## src/rtl/pdm_pkg.sv

```systemverilog
// pdm_pkg: shared defaults and helpers for the multi-channel PDM block.
// Holds default WIDTH/CHANNELS and the channel-select width function.
package pdm_pkg;

  localparam int PDM_WIDTH    = 5;
  localparam int PDM_CHANNELS = 4;

  function automatic int ch_w(input int n);
    return (n > 1) ? $clog2(n) : 1;
  endfunction

endpackage

```

## src/rtl/pdm_multi_channel_if.sv

```systemverilog
// pdm_multi_channel_if: shared level-write port.
// master drives wr_en/wr_chan/wr_data, slave (the PDM block) samples them.
interface pdm_multi_channel_if #(
  parameter int WIDTH = 5,
  parameter int CH_W  = 2
);

  logic             wr_en;
  logic [CH_W-1:0]  wr_chan;
  logic [WIDTH-1:0] wr_data;

  modport master (output wr_en, wr_chan, wr_data);
  modport slave  (input  wr_en, wr_chan, wr_data);

endinterface

```

## src/rtl/pdm_channel.sv

```systemverilog
// pdm_channel: one sigma-delta PDM lane with shadow/active level regs.
// In: wr_hit, wr_data, commit, frame_zero. Out: pdm, pending, active.
module pdm_channel #(
  parameter int WIDTH = 5
) (
  input  logic             clk,
  input  logic             reset,
  input  logic             wr_hit,
  input  logic [WIDTH-1:0] wr_data,
  input  logic             commit,
  input  logic             frame_zero,
  output logic             pdm,
  output logic             pending,
  output logic [WIDTH-1:0] active
);

  logic [WIDTH-1:0] shadow;
  logic [WIDTH-1:0] acc;
  logic [WIDTH:0]   sum;

  // acc restarts each frame, so a frame holds exactly `active` ones
  always_comb begin
    sum = (frame_zero ? '0 : {1'b0, acc}) + {1'b0, active};
  end

  always_ff @(posedge clk) begin
    if (reset) begin
      shadow  <= '0;
      active  <= '0;
      acc     <= '0;
      pending <= 1'b0;
      pdm     <= 1'b0;
    end else begin
      acc <= sum[WIDTH-1:0];
      pdm <= sum[WIDTH];
      if (commit && pending) begin
        active  <= shadow;
        pending <= 1'b0;
      end
      // a same-cycle write lands after the commit took the old shadow
      if (wr_hit) begin
        shadow  <= wr_data;
        pending <= 1'b1;
      end
    end
  end

endmodule

```

## src/rtl/pdm_multi_channel.sv

```systemverilog
// pdm_multi_channel: CHANNELS PDM outputs, levels committed at frame end.
// Ports: clk, reset, wr (write if), pdm_out, pending, frame_start;
// with PDM_READBACK_EN also rd_chan/rd_data (registered active readback).
module pdm_multi_channel
  import pdm_pkg::*;
#(
  parameter  int WIDTH    = PDM_WIDTH,
  parameter  int CHANNELS = PDM_CHANNELS,
  localparam int CH_W     = ch_w(CHANNELS)
) (
  input  logic                clk,
  input  logic                reset,
  pdm_multi_channel_if.slave  wr,
`ifdef PDM_READBACK_EN
  input  logic [CH_W-1:0]     rd_chan,
  output logic [WIDTH-1:0]    rd_data,
`endif
  output logic [CHANNELS-1:0] pdm_out,
  output logic [CHANNELS-1:0] pending,
  output logic                frame_start
);

  localparam logic [WIDTH-1:0] LAST = '1;

  logic [WIDTH-1:0] frame_cnt;
  logic             frame_zero;
  logic             commit;
  logic [WIDTH-1:0] active [CHANNELS];

  assign frame_zero = (frame_cnt == '0);
  assign commit     = (frame_cnt == LAST);

  always_ff @(posedge clk) begin
    if (reset) begin
      frame_cnt   <= '0;
      frame_start <= 1'b0;
    end else begin
      frame_cnt   <= frame_cnt + 1'b1;
      frame_start <= frame_zero;
    end
  end

  for (genvar g = 0; g < CHANNELS; g++) begin : g_ch
    logic wr_hit;
    // out-of-range selects match no lane and are dropped
    assign wr_hit = wr.wr_en && (wr.wr_chan == CH_W'(g));

    pdm_channel #(.WIDTH(WIDTH)) u_ch (
      .clk       (clk),
      .reset     (reset),
      .wr_hit    (wr_hit),
      .wr_data   (wr.wr_data),
      .commit    (commit),
      .frame_zero(frame_zero),
      .pdm       (pdm_out[g]),
      .pending   (pending[g]),
      .active    (active[g])
    );
  end

`ifdef PDM_READBACK_EN
  logic [WIDTH-1:0] rd_next;

  always_comb begin
    rd_next = '0;
    for (int i = 0; i < CHANNELS; i++) begin
      if (rd_chan == CH_W'(i)) rd_next = active[i];
    end
  end

  always_ff @(posedge clk) begin
    if (reset) rd_data <= '0;
    else       rd_data <= rd_next;
  end
`endif

endmodule
```

## src/flat_wrapper.sv

```systemverilog
// flat-port wrapper written by rule: the top's interface ports become plain ports
module pdm_multi_channel_flat import pdm_pkg::*;
#(
  parameter  int WIDTH    = PDM_WIDTH,
  parameter  int CHANNELS = PDM_CHANNELS,
  localparam int CH_W     = ch_w(CHANNELS)
)
  (clk, reset, pdm_out, pending, frame_start, wr_wr_en, wr_wr_chan, wr_wr_data);
  pdm_multi_channel_if #(.WIDTH(WIDTH)) wr_i ();
  input  logic clk;
  input  logic reset;
  output logic [CHANNELS-1:0] pdm_out;
  output logic [CHANNELS-1:0] pending;
  output logic frame_start;
  input wire logic [$bits(wr_i.wr_en)-1:0] wr_wr_en;
  input wire logic [$bits(wr_i.wr_chan)-1:0] wr_wr_chan;
  input wire logic [$bits(wr_i.wr_data)-1:0] wr_wr_data;
  assign wr_i.wr_en = wr_wr_en;
  assign wr_i.wr_chan = wr_wr_chan;
  assign wr_i.wr_data = wr_wr_data;
  pdm_multi_channel #(.WIDTH(WIDTH), .CHANNELS(CHANNELS)) u_core (.clk(clk), .reset(reset), .wr(wr_i), .pdm_out(pdm_out), .pending(pending), .frame_start(frame_start));
endmodule
```

## config.mk

```make
export PLATFORM = sky130hd
export DESIGN_NAME = pdm_multi_channel_flat
export DESIGN_NICKNAME = d
export VERILOG_FILES = /design/src/rtl/pdm_pkg.sv /design/src/rtl/pdm_multi_channel_if.sv /design/src/rtl/pdm_channel.sv /design/src/rtl/pdm_multi_channel.sv /design/src/flat_wrapper.sv
export SDC_FILE = /design/constraint.sdc
export NUM_CORES = 1
export LEC_CHECK = 0
export ABC_CLOCK_PERIOD_IN_PS = 5300
export BUFFER_PORTS_ARGS = -buffer_cell sky130_fd_sc_hd__clkbuf_2
export CORE_MARGIN = 2
export CORE_UTILIZATION = 45
export DETAILED_ROUTE_END_ITERATION = 10
export PLACE_DENSITY = 0.71
export SYNTH_ARGS = -nofsm -noshare
export SYNTH_HDL_FRONTEND = slang
export SYNTH_SLANG_ARGS = --single-unit
```

## constraint.sdc

```tcl
create_clock -name clk -period 5.3 [get_ports clk]
set_input_delay 0.265 -clock clk [delete_from_list [all_inputs] [get_ports clk]]
set_output_delay 0.265 -clock clk [all_outputs]
set_load 0.03 [all_outputs]
```

==> flow_metrics.env <==
export IMPL_placementRows=31
export IMPL_die_y_um=89.5
export IMPL_drt_total_wl_um=5770
export IMPL_wl_per_cell_um=12.4
export IMPL_skew_ns=0.0106
export IMPL_antenna_cells_inserted=0
export IMPL_start_util_pct=45.9
export IMPL_synth_seq_area_share_pct=45.0
export IMPL_min_from="wr_wr_data[0]"
export IMPL_cts_resized=0
export IMPL_netlist_area_um2=3290
export IMPL_firstDrtPassIters=4
export IMPL_synth_common_cells="dfxtp_1, nor2_1, a21oi_1"
export IMPL_vias=2342
export IMPL_crit_start="u_core.frame_cnt[0]$_SDFF_PP0_"
export IMPL_avgSynthCellArea_um2=9.36
export IMPL_synth_most_common_cell="dfxtp_1"
export IMPL_final_cell_area_um2=3640
export IMPL_end_kind="flip-flop"
export IMPL_finalCritPeriodShare_pct=47.5
export IMPL_synth_area_leaders="dfxtp_1, ha_1, mux2i_1"
export IMPL_outcome="finished clean"
export IMPL_tightest_slew_ns=0.880
export IMPL_crit_arrival_ns=2.76
export IMPL_antenna_found_initial=0
export IMPL_finalSetupViolCount=0
export IMPL_r2r_setup_slack_ns=2.78
export IMPL_yosysTopAreaCellShare_pct=45.0
export IMPL_ant_nets=0
export IMPL_path_clk_slew_ns=0.08
export IMPL_overflow=0
export IMPL_fill_cells=670
export IMPL_cts_tree="built"
export IMPL_timing_rr_start="u_core.frame_cnt[0]$_SDFF_PP0_"
export IMPL_insertion_delay_ns=0.35
export IMPL_dpl_hpwl_um=3900
export IMPL_syn_nets=389
export IMPL_cts_htree_levels=3
export IMPL_p_leak_uw=0.00163
export IMPL_drc=0
export IMPL_ir_drop_mv=0.203
export IMPL_coreArea_um2=7180
export IMPL_via_per_inst=5.03
export IMPL_cts_setup_buffers=0
export IMPL_p_per_area_nw_per_um2=308
export IMPL_slew_viol_final=0
export IMPL_synth_ff_type="dfxtp_1"
export IMPL_cap_violations=0
export IMPL_final_core_utilization_pct=50.7
export IMPL_synth_edff_count=0
export IMPL_grt_pass1_vias=2243
export IMPL_grt_max_degree=79
export IMPL_gp_congestion=0.746
export IMPL_clk_path_buf_depth=2
export IMPL_timing_critical_path_from_type="flip-flop"
export IMPL_syn_inst=352
export IMPL_drive_gt1_share_pct=13.6
export IMPL_hold_depth=3
export IMPL_grt_first_pass_wirelength_um=9930
export IMPL_holdPathEnd="u_core.g_ch[1].u_ch.shadow[0]$_SDFFE_PP0P_"
export IMPL_cts_hold_fix_buffers=0
export IMPL_drt_iter0_drc=89
export IMPL_slew_headroom_pct=41.3
export IMPL_areaGrowthSynthToFinish_pct=10.4
export IMPL_cts_root_buf="clkbuf_8"
export IMPL_dieArea_um2=8020
export IMPL_ios=19
export IMPL_fin_setup_tns_ns=0
export IMPL_min_period_ns=2.52
export IMPL_hold_viol=0
export IMPL_synthDistinctLibCells=27
export IMPL_port_buffers=18
export IMPL_reg2reg_to="u_core.g_ch[3].u_ch.acc[4]$_SDFF_PP0_"
export IMPL_gr_usage_all_layers_pct=16.1
export IMPL_max_freq_mhz=397
export IMPL_reg2reg_depth=10
export IMPL_placed_area_um2=3410
export IMPL_cp_required_ns=5.54
export IMPL_layout_nets=399
export IMPL_hp_class="in2reg"
export IMPL_chipWidth_um=89.5
export IMPL_cts_sinks=74
export IMPL_synth_seq_cells=74
export IMPL_yosysWarnings=0
export IMPL_synth_largest_area_cell="dfxtp_1"
export IMPL_crit_type="reg2reg"
export IMPL_rsz0062_at_grt="false"
export IMPL_cts_buffers=9
export IMPL_synthArstFlopShare_pct=0
export IMPL_path_max_fanout=21
==> layer usage <==
| layer | part of all wire, % | GRT usage [%] | vias to the layer above |
|---|---|---|---|
| met5 | 0 | 0 | - |
| met4 | 1.7 | 5.29 | 0 |
| met3 | 4.0 | 5.54 | 13 |
| met2 | 45 | 25.3 | 34 |
| met1 | 50 | 20.7 | 1091 |
| li1 | - | - | 1204 |
==> stage by stage <==
stage / hold slack [ns] / total power [µW] / cells / setup slack [ns]
final: 0.228 / 1120 / 466 / 2.78
after global routing: 0.237 / 1160 / 466 / 2.62
after CTS: 0.212 / 1140 / 466 / 2.76
after detailed placement: 0.452 / 646 / 450 / 2.80
after global placement: 0.445 / 643 / 450 / 2.86
after floorplan: 0.409 / 626 / 352 / 2.97
==> power by group <==
part           leakage, µW  switching, µW  internal [µW]
logic             0.000917           38.0           20.9
clock network     0.000112            210            278
registers         0.000599           8.31            565
==> area by class of cell <==
class                   count  area [µm²]  share of cell area (%)
inverters                   9        33.8                   0.929
clock buffers              10         138                    3.78
flip-flops and latches     74        1480                    40.7
repair buffers             20         105                    2.89
clock inverters             6        90.1                    2.48
well taps                  99         124                    3.41
multi-input cells         248        1670                    45.8
==> state kept, by name (all words and copies together), names as in the netlist <==
register	count
u_core.g_ch.u_ch.pending	4
u_core.g_ch.u_ch.pdm	4
u_core.g_ch.u_ch.active	20
u_core.frame_cnt	5
u_core.frame_start	1
u_core.g_ch.u_ch.acc	20
u_core.g_ch.u_ch.shadow	20
==> cell usage in the layout, fill, tap and decap left out <==
cell        netlist  final
a211o_1           4      4
a211oi_1          4      4
a21o_1            2      2
a21oi_1          32     32
a31o_2            2      2
and3_1            1      1
buf_4             8      2
bufinv_16         0      2
clkbuf_2          0     18
clkbuf_8          0     10
clkinv_2          0      1
clkinv_4          0      2
clkinvlp_4        0      1
dfxtp_1          74     74
fa_1              4      4
ha_1             23     23
inv_1             9      9
mux2_2            4      4
mux2i_1          20     20
nand2_1          27     27
nand2b_1          4      4
nand3_1          26     26
nand3b_2          2      2
nor2_1           48     48
nor2b_1          31     31
nor3b_1           2      2
nor3b_4           1      1
nor4b_4           0      1
or2_2             4      4
xnor2_1           3      3
xor2_1            3      3
==> kinds of logic (layout without fill, tap and decap cells) <==
group                    after synthesis  after routing  synth area share (%)
AO/OA/AOI/OAI                         44             44                  7.83
AND/OR/NAND/NOR                      147            147                  22.3
XOR/XNOR                               6              6                  1.60
buffers and inverters                 30             45                  4.71
multiplexers                          24             24                  7.45
adder cells (fa/ha/maj)               27             27                  11.2
flip-flops                            74             74                  45.0
==> worst max path at each step <==
stage / to / slack (ns) / cells after the start
floorplan: u_core.g_ch[0].u_ch.acc[4]$_SDFF_PP0_ / 2.97 / 10
finish: u_core.g_ch[3].u_ch.acc[4]$_SDFF_PP0_ / 2.78 / 10
global route: u_core.g_ch[0].u_ch.acc[4]$_SDFF_PP0_ / 2.62 / 10
CTS: u_core.g_ch[3].u_ch.acc[4]$_SDFF_PP0_ / 2.76 / 10
detailed placement: u_core.g_ch[3].u_ch.acc[4]$_SDFF_PP0_ / 2.80 / 10
global placement: u_core.g_ch[0].u_ch.acc[4]$_SDFF_PP0_ / 2.86 / 10
==> critical path, stage by stage, from the launching register on <==
cell     delay, ns
dfxtp_1       0.34
inv_1         0.07
ha_1          0.15
nor4b_4       0.18
buf_4         0.30
nor2b_1       0.09
ha_1          0.21
fa_1          0.40
a21o_1        0.19
a21oi_1       0.14
mux2_2        0.34
Note: power is estimated with default switching activity, not from simulation.
